File: src/rtl/param_sync_fifo.sv
// rtl/param_sync_fifo.sv - single-clock FIFO for any DEPTH >= 2, with occupancy count and thresholds.
// Provides sticky overflow/underflow flags and a selectable registered or fall-through read port.
module param_sync_fifo #(
  parameter int DEPTH      = 6,
  parameter int DATA_WIDTH = 8,
  parameter int AF_TH      = 4,
  parameter int AE_TH      = 1,
  parameter int FWFT       = 0
) (
  input  logic                          clk,
  input  logic                          rst_n,
  input  logic                          w_en,
  input  logic [DATA_WIDTH-1:0]         data_in,
  input  logic                          r_en,
  output logic [DATA_WIDTH-1:0]         data_out,
  output logic                          rvalid,
  output logic                          full,
  output logic                          empty,
  output logic                          almost_full,
  output logic                          almost_empty,
  output logic [$clog2(DEPTH+1)-1:0]    count,
  output logic                          overflow,
  output logic                          underflow,
  input  logic                          clr_err
);

  localparam int AW = (DEPTH > 1) ? $clog2(DEPTH) : 1;
  localparam int CW = $clog2(DEPTH + 1);
  localparam logic [AW-1:0] LAST_IDX = AW'(DEPTH - 1);
  localparam logic [CW-1:0] FULL_CNT = CW'(DEPTH);
  localparam logic [CW-1:0] AF_CNT   = CW'(AF_TH);
  localparam logic [CW-1:0] AE_CNT   = CW'(AE_TH);

  logic [DATA_WIDTH-1:0] mem [DEPTH];
  logic [AW-1:0]         wr_ptr;
  logic [AW-1:0]         rd_ptr;
  logic [CW-1:0]         cnt;
  logic                  wr_acc;
  logic                  rd_acc;

  // Flags decode straight from the registered count, so they move on the same edge as count.
  assign full         = (cnt == FULL_CNT);
  assign empty        = (cnt == '0);
  assign almost_full  = (cnt >= AF_CNT);
  assign almost_empty = (cnt <= AE_CNT);
  assign count        = cnt;

  assign wr_acc = w_en & ~full;
  assign rd_acc = r_en & ~empty;

  // Storage is intentionally not reset; writes are still blocked while reset is asserted.
  always_ff @(posedge clk) begin
    if (rst_n && wr_acc) begin
      mem[wr_ptr] <= data_in;
    end
  end

  // Explicit wrap at DEPTH-1 keeps non-power-of-two depths from aliasing.
  always_ff @(posedge clk) begin
    if (!rst_n) begin
      wr_ptr <= '0;
      rd_ptr <= '0;
    end else begin
      if (wr_acc) begin
        wr_ptr <= (wr_ptr == LAST_IDX) ? '0 : wr_ptr + 1'b1;
      end
      if (rd_acc) begin
        rd_ptr <= (rd_ptr == LAST_IDX) ? '0 : rd_ptr + 1'b1;
      end
    end
  end

  always_ff @(posedge clk) begin
    if (!rst_n) begin
      cnt <= '0;
    end else begin
      case ({wr_acc, rd_acc})
        2'b10:   cnt <= cnt + 1'b1;
        2'b01:   cnt <= cnt - 1'b1;
        default: cnt <= cnt;
      endcase
    end
  end

  // A new error event in the same cycle as clr_err keeps the flag set.
  always_ff @(posedge clk) begin
    if (!rst_n) begin
      overflow  <= 1'b0;
      underflow <= 1'b0;
    end else begin
      overflow  <= (w_en & full)  | (overflow  & ~clr_err);
      underflow <= (r_en & empty) | (underflow & ~clr_err);
    end
  end

  generate
    if (FWFT != 0) begin : g_fwft
      assign data_out = empty ? '0 : mem[rd_ptr];
      assign rvalid   = ~empty;
    end else begin : g_reg
      logic [DATA_WIDTH-1:0] dout_q;
      logic                  rvalid_q;

      always_ff @(posedge clk) begin
        if (!rst_n) begin
          dout_q   <= '0;
          rvalid_q <= 1'b0;
        end else begin
          rvalid_q <= rd_acc;
          if (rd_acc) begin
            dout_q <= mem[rd_ptr];
          end
        end
      end

      assign data_out = dout_q;
      assign rvalid   = rvalid_q;
    end
  endgenerate

endmodule

File: config.mk
export PLATFORM = sky130hd
export DESIGN_NAME = param_sync_fifo
export DESIGN_NICKNAME = d
export VERILOG_FILES = /design/src/rtl/param_sync_fifo.sv
export SDC_FILE = /design/constraint.sdc
export NUM_CORES = 1
export LEC_CHECK = 0
export BUFFER_PORTS_ARGS = -buffer_cell sky130_fd_sc_hd__clkbuf_2
export CORE_AREA = 2 2 74 76
export DETAILED_ROUTE_END_ITERATION = 12
export DIE_AREA = 0 0 76 78
export PLACE_DENSITY = 0.75
export SLEW_MARGIN = 20
export SYNTH_ARGS = -nofsm -noshare
export SYNTH_HDL_FRONTEND = slang
export SYNTH_SLANG_ARGS = --single-unit
File: constraint.sdc
create_clock -name clk -period 2.7 [get_ports clk]
set_clock_uncertainty 0.05 [all_clocks]
set_input_delay 0.135 -clock clk [delete_from_list [all_inputs] [get_ports clk]]
set_output_delay 0.135 -clock clk [all_outputs]
set_load 0.05 [all_outputs]
==> qor.txt, run 1 <==
===========================================================================
Clk buf depth ................................................            2
Cell area after placement ....................................     3060 µm²
Leak Pwr .....................................................      1.22 nW
Avg Cell Area, Syn ...........................................     13.9 µm²
Smallest setup slack after layout ............................     0.536 ns
Worst-skew pair later-pin latency ............................      0.34 ns
TritonCTS clock tree .........................................          yes
Half-perimeter wire length after placement ...................      3580 µm
Core footprint ...............................................     5040 µm²
Root buf cell ................................................     clkbuf_8
Hold/Removal Path Class ...................................... input port to flip-flop
TritonRoute pass-1 iters .....................................            4
Footprint of the multi-input gates ...........................      867 µm²
Share of the core filled with cells in the final layout ......        65.3%
Fraction of layout instances using a drive strength above 1 ..        25.0%
Setup violators final ........................................            0
Number of top-level pins .....................................           31
Initial antenna violation count ..............................            0
Total length of routed wires .................................      5580 µm
Setup tns final ..............................................         0 ns
Post-synthesis cell type count ...............................           34
Via count ....................................................         1780
P&R area growth vs syn .......................................        17.6%
CTS buffer count .............................................            9
Final critical-path share of the clock period ................        80.1%
Total global-route track usage ...............................        20.0%
Vias per cell ................................................         5.46
Area occupied by registers ...................................     1840 µm²
Final critical delay including setup and external delays .....      2.16 ns
Kind of start point of the critical path .....................    flip-flop
Outcome ...................................................... complete, no violations
Count of hold buffers inserted by post-cts repair ............            7
Horizontal die dimension .....................................        76 µm
IR drop worst, VDD ...........................................     0.467 mV
Cells after Synth ............................................          202
Clk pin slew, worst setup/hold paths .........................      0.07 ns
Top cell type by total area after synthesis ..................     edfxtp_1
Fmax achieved ................................................      462 MHz
Final Hold Viols .............................................            0
Antenna Violating Nets Remaining .............................            0
Post-synthesis sequential element count ......................           68
Post-Syn Nets ................................................          221
Crit Path Class .............................................. flip-flop to flip-flop
Number of port buffers .......................................           30
Count of flip-flops with a built-in enable after synthesis ...           48
Most common library cells after synthesis .................... edfxtp_1, dfxtp_1, mux2i_1
Via count of the first global-routing pass ...................         1731
Sequential-to-total area share from yosys stat ...............        65.8%
Minimum setup slack among reg-to-reg paths ...................      0.54 ns
Area share of the largest cell type after synthesis ..........        51.5%
Summed instance area of the synthesized netlist ..............     2800 µm²
1st-iter DRT viols ...........................................           81
Height of the die ............................................        78 µm
Prevailing post-synth register cell ..........................     edfxtp_1
Worst slack, placed ..........................................     0.542 ns
Most repeated cell in the gate-level netlist after synthesis .     edfxtp_1
Num rows .....................................................           26
Starting utilization of the core area ........................        55.5%
Slew Limit Fails .............................................            0
Routed wire per std cell .....................................      17.1 µm
Routability Congestion .......................................        0.858
Number of antenna diodes .....................................            0
Worst slew margin relative to its limit ......................        54.9%
Worst Path Required ..........................................      2.91 ns
Net count, final .............................................          270
CTS H-tree depth .............................................            3
GR Overflow Total ............................................            0
First-pass GRT wire length ...................................      8660 µm
Post-CTS Setup Inserts .......................................            0
Cts repair resizes ...........................................            0
Unrepaired setup endpoints after global routing ..............        false
Count of unresolved DRC violations after routing .............            0
Number of fill cells .........................................          374
Max-Cap Viols ................................................            0
Non-Filler Cell Area, Final ..................................     3290 µm²
Post-layout power ............................................      2.87 mW
Count of clock tree sinks ....................................           68
Power density relative to cell area ..........................   873 nW/µm²
Warnings from Yosys ..........................................            0
Crit path capture type .......................................    flip-flop
Data arrival time of the critical path .......................      2.37 ns
Largest fanout on the critical path ..........................            6
Least-Margin Pin Slew ........................................     0.674 ns
Area contributors post-synth ................................. edfxtp_1, dfxtp_1, mux2i_1
Largest net degree at the start of global routing ............           16
Asr flop ratio synth .........................................           0%
DIE AREA .....................................................     5930 µm²
===========================================================================
-- where the power goes --
part	leakage (nW)	switching (mW)	internal, mW
clock	0.0848	0.348	0.353
combinational	0.541	0.638	0.272
sequential	0.598	0.0649	1.20
-- per-layer routing --
metal	vias to the layer above	wire [µm]	GRT usage (%)	share of wire, %
met3	7	281	6.05	5.0
met2	49	2690	31.3	48
li1	860	-	-	-
met1	864	2540	25.2	45
met5	-	0	0	0
met4	0	70	10.5	1.3
-- final timing paths --
| path | startpoint | cells after the start | endpoint |
|---|---|---|---|
| max reg2reg | count[1] | 8 | count[2] |
| min | data_in[6] | 1 | mem[4][6] |
| min reg2reg | data_out[5] | 2 | data_out[5] |
| max | count[1] | 8 | count[2] |
-- state kept, by name, summed over array words and instances, names as in the netlist --
register	flops
mem	48
rd_ptr	3
underflow	1
wr_ptr	3
data_out	8
rvalid	1
count	3
overflow	1
-- kinds of logic after synthesis --
family | count (synthesis) | synth area share, %
DFF | 68 | 65.8
and+or+nand+nor | 48 | 8.94
AOI/OAI and AO/OA | 42 | 12.7
buffers and inverters | 19 | 3.22
muxes | 17 | 6.08
adders and majority gates | 6 | 2.68
xor gates and xnor gates | 2 | 0.626
-- placed cells by master, fill, tap and decap left out, drive strengths merged, types with 9 or more instances in the layout --
cell type and instances:
edfxtp 48, clkbuf 43, dfxtp 20, mux2i 17, nor2 14, nand2 11, nor2b 10, buf 10
inv 10, a211oi 9
-- cell type report --
class	count	area share, %
clock buffer	13	4.52
clock inverter	3	0.418
inverter	10	1.14
multi-input combinational	115	26.3
sequential	68	55.9
tap	70	2.66
timing repair buffer	47	8.97
-- critical path, stage by stage (launching register included) --
cell	delay, ns
dfxtp_1	0.34
inv_1	0.15
ha_1	0.16
or2b_2	0.34
inv_2	0.14
nor2_4	0.05
ha_1	0.33
or3_1	0.38
a21oi_1	0.16
-- metrics by stage --
step                      hold slack, ns  std cells
after floorplan                    0.184        202
after global placement             0.344        303
after detailed placement           0.345        303
after CTS                        0.00806        326
after global routing            0.000904        326
final                             0.0252        326
No activity file was read; power rests on OpenSTA's default activity.
==> run 2: changes to the inputs <==
==> constraint.sdc (replaced) <==
create_clock -name clk -period 2.2 [get_ports clk]
set_clock_uncertainty 0.05 [all_clocks]
set_input_delay 0.11 -clock clk [delete_from_list [all_inputs] [get_ports clk]]
set_output_delay 0.11 -clock clk [all_outputs]
set_load 0.05 [all_outputs]
==> run 2 against run 1 <==
Effect of this change: power increased by 38%; die area unchanged; maximum frequency rose by 6.8%; worst setup slack got worse by 0.36 ns; register-to-register slack worse by 0.36 ns; clock-buffer cell count fell by 4; first-iteration DRC count grew 88%; combinational power rose by 25%; hold slack better by 0.011 ns; sequential cell count did not move; cell count is 0.61% higher; non-clock buffer count increased by 2.
==> qor.txt, run 2 (synthesis results as in run 1) <==
==================================================================================
Outcome ............................................................. complete, no violations
Routed wire per std cell ............................................      16.7 µm
Data arrival time of the critical path ..............................      2.25 ns
CTS H-tree depth ....................................................            3
Power density relative to cell area .................................  1160 nW/µm²
Setup violators final ...............................................            0
Worst slew margin relative to its limit .............................        52.8%
Proportion of total power due to net switching ......................        34.3%
Count of unresolved DRC violations after routing ....................            0
Commonest non-fill, non-tap cells in the layout ..................... edfxtp_1, clkbuf_2, mux2i_1, dfxtp_1, nor2_1
Reg power frac ......................................................        39.6%
Largest fanout on the critical path .................................            6
Number of port buffers ..............................................           30
Net count, final ....................................................          272
Half-perimeter wire length after placement ..........................      3350 µm
Number of top-level pins ............................................           31
Smallest setup slack after layout ...................................     0.174 ns
Antenna Violating Nets Remaining ....................................            0
Kind of start point of the critical path ............................    flip-flop
Initial antenna violation count .....................................            0
Final Hold Viols ....................................................            0
Biggest register ....................................................          mem
Share of the core filled with cells in the final layout .............        67.8%
Slew Limit Fails ....................................................            0
Count of clock tree sinks ...........................................           68
WHS .................................................................    0.0367 ns
Vias per cell .......................................................         5.44
1st-iter DRT viols ..................................................          152
Clk network pwr share ...............................................        31.5%
Flip-flop count of the largest register, all copies and words added .           48
Crit Path Class ..................................................... flip-flop to flip-flop
GR Overflow Total ...................................................            0
Switching power .....................................................      1.36 mW
Total global-route track usage ......................................        19.8%
TritonRoute pass-1 iters ............................................            4
Worst Path Required .................................................      2.42 ns
Height of the die ...................................................        78 µm
Worst-skew pair later-pin latency ...................................      0.34 ns
Root buf cell .......................................................     clkbuf_8
CTS buffer count ....................................................            9
Most common library cell in the layout ignoring fill and taps .......     edfxtp_1
IR drop worst, VDD ..................................................     0.935 mV
TritonCTS clock tree ................................................          yes
Routability Congestion ..............................................        0.826
Total length of routed wires ........................................      5470 µm
Fraction of layout instances using a drive strength above 1 .........        28.3%
Horizontal die dimension ............................................        76 µm
Least-Margin Pin Slew ...............................................     0.705 ns
DIE AREA ............................................................     5930 µm²
Worst slack, placed .................................................  -0.00274 ns
Number of antenna diodes ............................................            0
First-pass GRT wire length ..........................................      8690 µm
Fmax achieved .......................................................      494 MHz
Unrepaired setup endpoints after global routing .....................        false
Hold/Removal Path Class ............................................. input port to flip-flop
Clk pin slew, worst setup/hold paths ................................      0.07 ns
Via count ...........................................................         1784
Starting utilization of the core area ...............................        55.5%
Core footprint ......................................................     5040 µm²
Crit path capture type ..............................................    flip-flop
P&R area growth vs syn ..............................................        22.2%
Largest net degree at the start of global routing ...................           28
Leak Pwr ............................................................      1.27 nW
Combinational fraction of design power ..............................        28.9%
Via count of the first global-routing pass ..........................         1697
Max-Cap Viols .......................................................            0
Final critical delay including setup and external delays ............      2.03 ns
Clk buf depth .......................................................            2
Total internal power ................................................      2.60 mW
Final critical-path share of the clock period .......................        92.1%
Num rows ............................................................           26
==================================================================================
run 2: area by class of cell:
| class | count | area [µm²] |
|---|---|---|
| Inverter | 10 | 42.5 |
| Sequential cell | 68 | 1850 |
| Clock inverter | 7 | 124 |
| Clock buffer | 9 | 124 |
| Timing Repair Buffer | 49 | 313 |
| Fill cell | 362 | 1620 |
| Tap cell | 70 | 87.6 |
| Multi-Input combinational cell | 115 | 880 |
run 2: repair_timing:
item / 4_1_cts / 5_1_grt
pin swaps: 1 / 1
hold buffers: 8 / 0
resized for setup: 0 / 0
hold endpoints to repair: 48 / 0
setup buffers: 0 / 2
setup endpoints to repair: 1 / 1
run 2: per-stage QoR:
stage | power (mW) | cells | TNS [ns] | area, µm²
final | 3.95 | 328 | 0 | 3420
after global routing | 4.12 | 328 | 0 | 3420
after CTS | 3.95 | 326 | 0 | 3410
after detailed placement | 2.70 | 302 | -0.00274 | 3080
after global placement | 2.68 | 302 | 0 | 3080
after floorplan | 2.46 | 202 | 0 | 2830
run 2: final timing paths:
path | startpoint | end | slack, ns | depth (start not counted)
worst max-delay path | count[0] | count[2] | 0.17 | 8
worst min-delay path | clr_err | overflow | 0.04 | 4
worst max register to register | count[0] | count[2] | 0.17 | 8
worst min register to register | data_out[4] | data_out[4] | 0.43 | 2
run 2: layer usage:
metal / wire length, µm / share of wire, % / up-vias / global-route usage [%]
li1: - / - / 863 / -
met1: 2480 / 45 / 862 / 25.2
met2: 2700 / 49 / 48 / 32.0
met3: 229 / 4.2 / 11 / 6.05
met4: 66 / 1.2 / 0 / 7.82
met5: 0 / 0 / - / 0
run 2: power groups by stage:
| stage | Clock [mW] | Combinational [mW] | Sequential (mW) |
|---|---|---|---|
| floorplan | 0 | 0.650 | 1.81 |
| global placement | 0 | 1.09 | 1.59 |
| detailed placement | 0 | 1.11 | 1.59 |
| CTS | 1.26 | 1.12 | 1.56 |
| global route | 1.32 | 1.22 | 1.58 |
| finish | 1.25 | 1.14 | 1.56 |
run 2: worst max-delay path, stage by stage (launching register included):
cell and delay (ns):
dfxtp_4 0.37, inv_1 0.13, ha_1 0.16, or2b_2 0.37, inv_6 0.10, nor2_4 0.05, ha_4 0.23, or3_1 0.36
a21oi_1 0.13
==> run 3: changes to the inputs <==
--- a/config.mk
+++ b/config.mk
@@ -10,6 +10,7 @@
 export DETAILED_ROUTE_END_ITERATION = 12
 export DIE_AREA = 0 0 76 78
 export PLACE_DENSITY = 0.75
+export RECOVER_POWER = 50
 export SLEW_MARGIN = 20
 export SYNTH_ARGS = -nofsm -noshare
 export SYNTH_HDL_FRONTEND = slang
==> run 3 against run 2 <==
Effect of this change: utilization fell by 0.57 points; power shrank 0.43%; combinational power barely moved; clock power hardly changed; non-clock buffer count unchanged; routed wire length up 0.68%; sequential power barely moved; critical path type unchanged; maximum frequency is 0.10% lower; clock-buffer cell count is the same; global-route usage unchanged.
==> qor.txt, run 3 (synthesis results as in run 1) <==
==================================================================================
Outcome ............................................................. complete, no violations
Hold/Removal Path Class ............................................. input port to flip-flop
Cells traversed along the worst timing path ......................... inv_1 -> ha_1 -> or2b_2 -> inv_6 -> nor2_4 -> ha_4 -> or3_1 -> a21oi_1
Minimum setup slack among reg-to-reg paths ..........................      0.17 ns
Fmax achieved .......................................................      493 MHz
Crit Path Class ..................................................... flip-flop to flip-flop
Number of antenna diodes ............................................            0
Flip-flop count of the largest register, all copies and words added .           48
Commonest non-fill, non-tap cells in the layout ..................... edfxtp_1, clkbuf_1, mux2i_1, dfxtp_1, nor2_1
Routability Congestion ..............................................        0.826
Most common library cell in the layout ignoring fill and taps .......     edfxtp_1
Biggest register ....................................................          mem
Power density relative to cell area .................................  1160 nW/µm²
Data arrival time of the critical path ..............................      2.25 ns
Switching power .....................................................      1.36 mW
GR Overflow Total ...................................................            0
TritonRoute pass-1 iters ............................................            4
Height of the die ...................................................        78 µm
Clk pin slew, worst setup/hold paths ................................      0.07 ns
Count of unresolved DRC violations after routing ....................            0
Proportion of total power due to net switching ......................        34.5%
Half-perimeter wire length after placement ..........................      3350 µm
Routed wire per std cell ............................................      16.8 µm
Setup violators final ...............................................            0
Total internal power ................................................      2.58 mW
Post-layout power ...................................................      3.94 mW
Cell with the largest stage delay on the worst path .................       or2b_2
Total length of routed wires ........................................      5510 µm
Max stage delay on crit path ........................................      0.37 ns
Number of port buffers ..............................................           30
CTS H-tree depth ....................................................            3
Cts repair resizes ..................................................            0
Net count, final ....................................................          272
Largest net degree at the start of global routing ...................           28
Via count of the first global-routing pass ..........................         1697
Leak Pwr ............................................................      1.20 nW
Initial antenna violation count .....................................            0
Final critical delay including setup and external delays ............      2.03 ns
Core footprint ......................................................     5040 µm²
Num rows ............................................................           26
1st-iter DRT viols ..................................................          131
Largest fanout on the critical path .................................            6
Reg power frac ......................................................        39.8%
TritonCTS clock tree ................................................          yes
Least-Margin Pin Slew ...............................................     0.736 ns
Unrepaired setup endpoints after global routing .....................        false
Worst Path Required .................................................      2.42 ns
Clk buf depth .......................................................            2
Crit path capture type ..............................................    flip-flop
Share of the core filled with cells in the final layout .............        67.3%
P&R area growth vs syn ..............................................        21.2%
Clk network pwr share ...............................................        31.7%
Antenna Violating Nets Remaining ....................................            0
Slew Limit Fails ....................................................            0
First-pass GRT wire length ..........................................      8690 µm
Number of fill cells ................................................          378
Final critical-path share of the clock period .......................        92.2%
Root buf cell .......................................................     clkbuf_8
CTS buffer count ....................................................            9
Kind of start point of the critical path ............................    flip-flop
Combinational fraction of design power ..............................        28.6%
Worst slew margin relative to its limit .............................        50.8%
Final Hold Viols ....................................................            0
DIE AREA ............................................................     5930 µm²
Horizontal die dimension ............................................        76 µm
Number of top-level pins ............................................           31
Fraction of layout instances using a drive strength above 1 .........        19.0%
Total global-route track usage ......................................        19.8%
Worst-skew pair later-pin latency ...................................      0.34 ns
IR drop worst, VDD ..................................................     0.934 mV
Vias per cell .......................................................         5.43
Count of clock tree sinks ...........................................           68
Max-Cap Viols .......................................................            0
WHS .................................................................    0.0412 ns
Via count ...........................................................         1782
Starting utilization of the core area ...............................        55.5%
==================================================================================
-- run 3: cell types whose count changed in the layout (fill, tap and decap cells not counted) --
cell and change:
a21bo_1 +1, a21bo_2 -1, clkbuf_1 +23, clkbuf_2 -23
-- run 3: timing repair --
item                                    4_1_cts  5_1_grt
endpoints found under the hold margin        48        0
endpoints found under the setup margin        1        1
pin swaps                                     1        1
setup buffers                                 0        2
hold buffers                                  8        0
-- run 3: power groups by stage --
stage / Combinational (mW) / Sequential (mW) / Clock [mW]
2_1_floorplan: 0.650 / 1.81 / 0
3_3_place_gp: 1.09 / 1.59 / 0
3_5_place_dp: 1.11 / 1.59 / 0
4_1_cts: 1.12 / 1.56 / 1.26
5_1_grt: 1.20 / 1.58 / 1.32
6_report: 1.13 / 1.56 / 1.25
-- run 3: worst paths after layout --
path	from	endpoint	cells past startpoint
setup reg to reg	count[0]	count[2]	8
hold reg to reg	data_out[4]	data_out[4]	2
setup / recovery	count[0]	count[2]	8
hold / removal	clr_err	overflow	4
-- run 3: final cells by class --
| class | count | area [µm²] | share of cell area, % |
|---|---|---|---|
| tap | 70 | 87.6 | 2.58 |
| multi-input combinational | 115 | 880 | 25.9 |
| inverter | 10 | 42.5 | 1.25 |
| sequential | 68 | 1850 | 54.6 |
| timing repair buffer | 49 | 284 | 8.37 |
| clock buffer | 9 | 124 | 3.65 |
| clock inverter | 7 | 124 | 3.65 |
-- run 3: worst max-delay path: cells and delay by family (launching register included) --
family	cells	cell delay, ns
flops	1	0.36
fa+ha+maj	2	0.39
simple gates	3	0.78
compound gates	1	0.13
buf+inv	2	0.24
-- run 3: metal layers --
metal / vias up / routed length (µm) / track usage, %
met3: 7 / 296 / 6.05
li1: 866 / - / -
met1: 862 / 2390 / 25.2
met5: - / 0 / 0
met4: 0 / 51 / 7.82
met2: 47 / 2770 / 32.0
-- run 3: metrics by stage --
step	area, µm²	std cells	setup TNS, ns	setup WS, ns
after global placement	3080	302	0	0.0626
after CTS	3410	326	0	0.0170
after detailed placement	3080	302	-0.00274	-0.00274
after global routing	3390	328	0	0.0829
after floorplan	2830	202	0	0.0206
final	3390	328	0	0.172
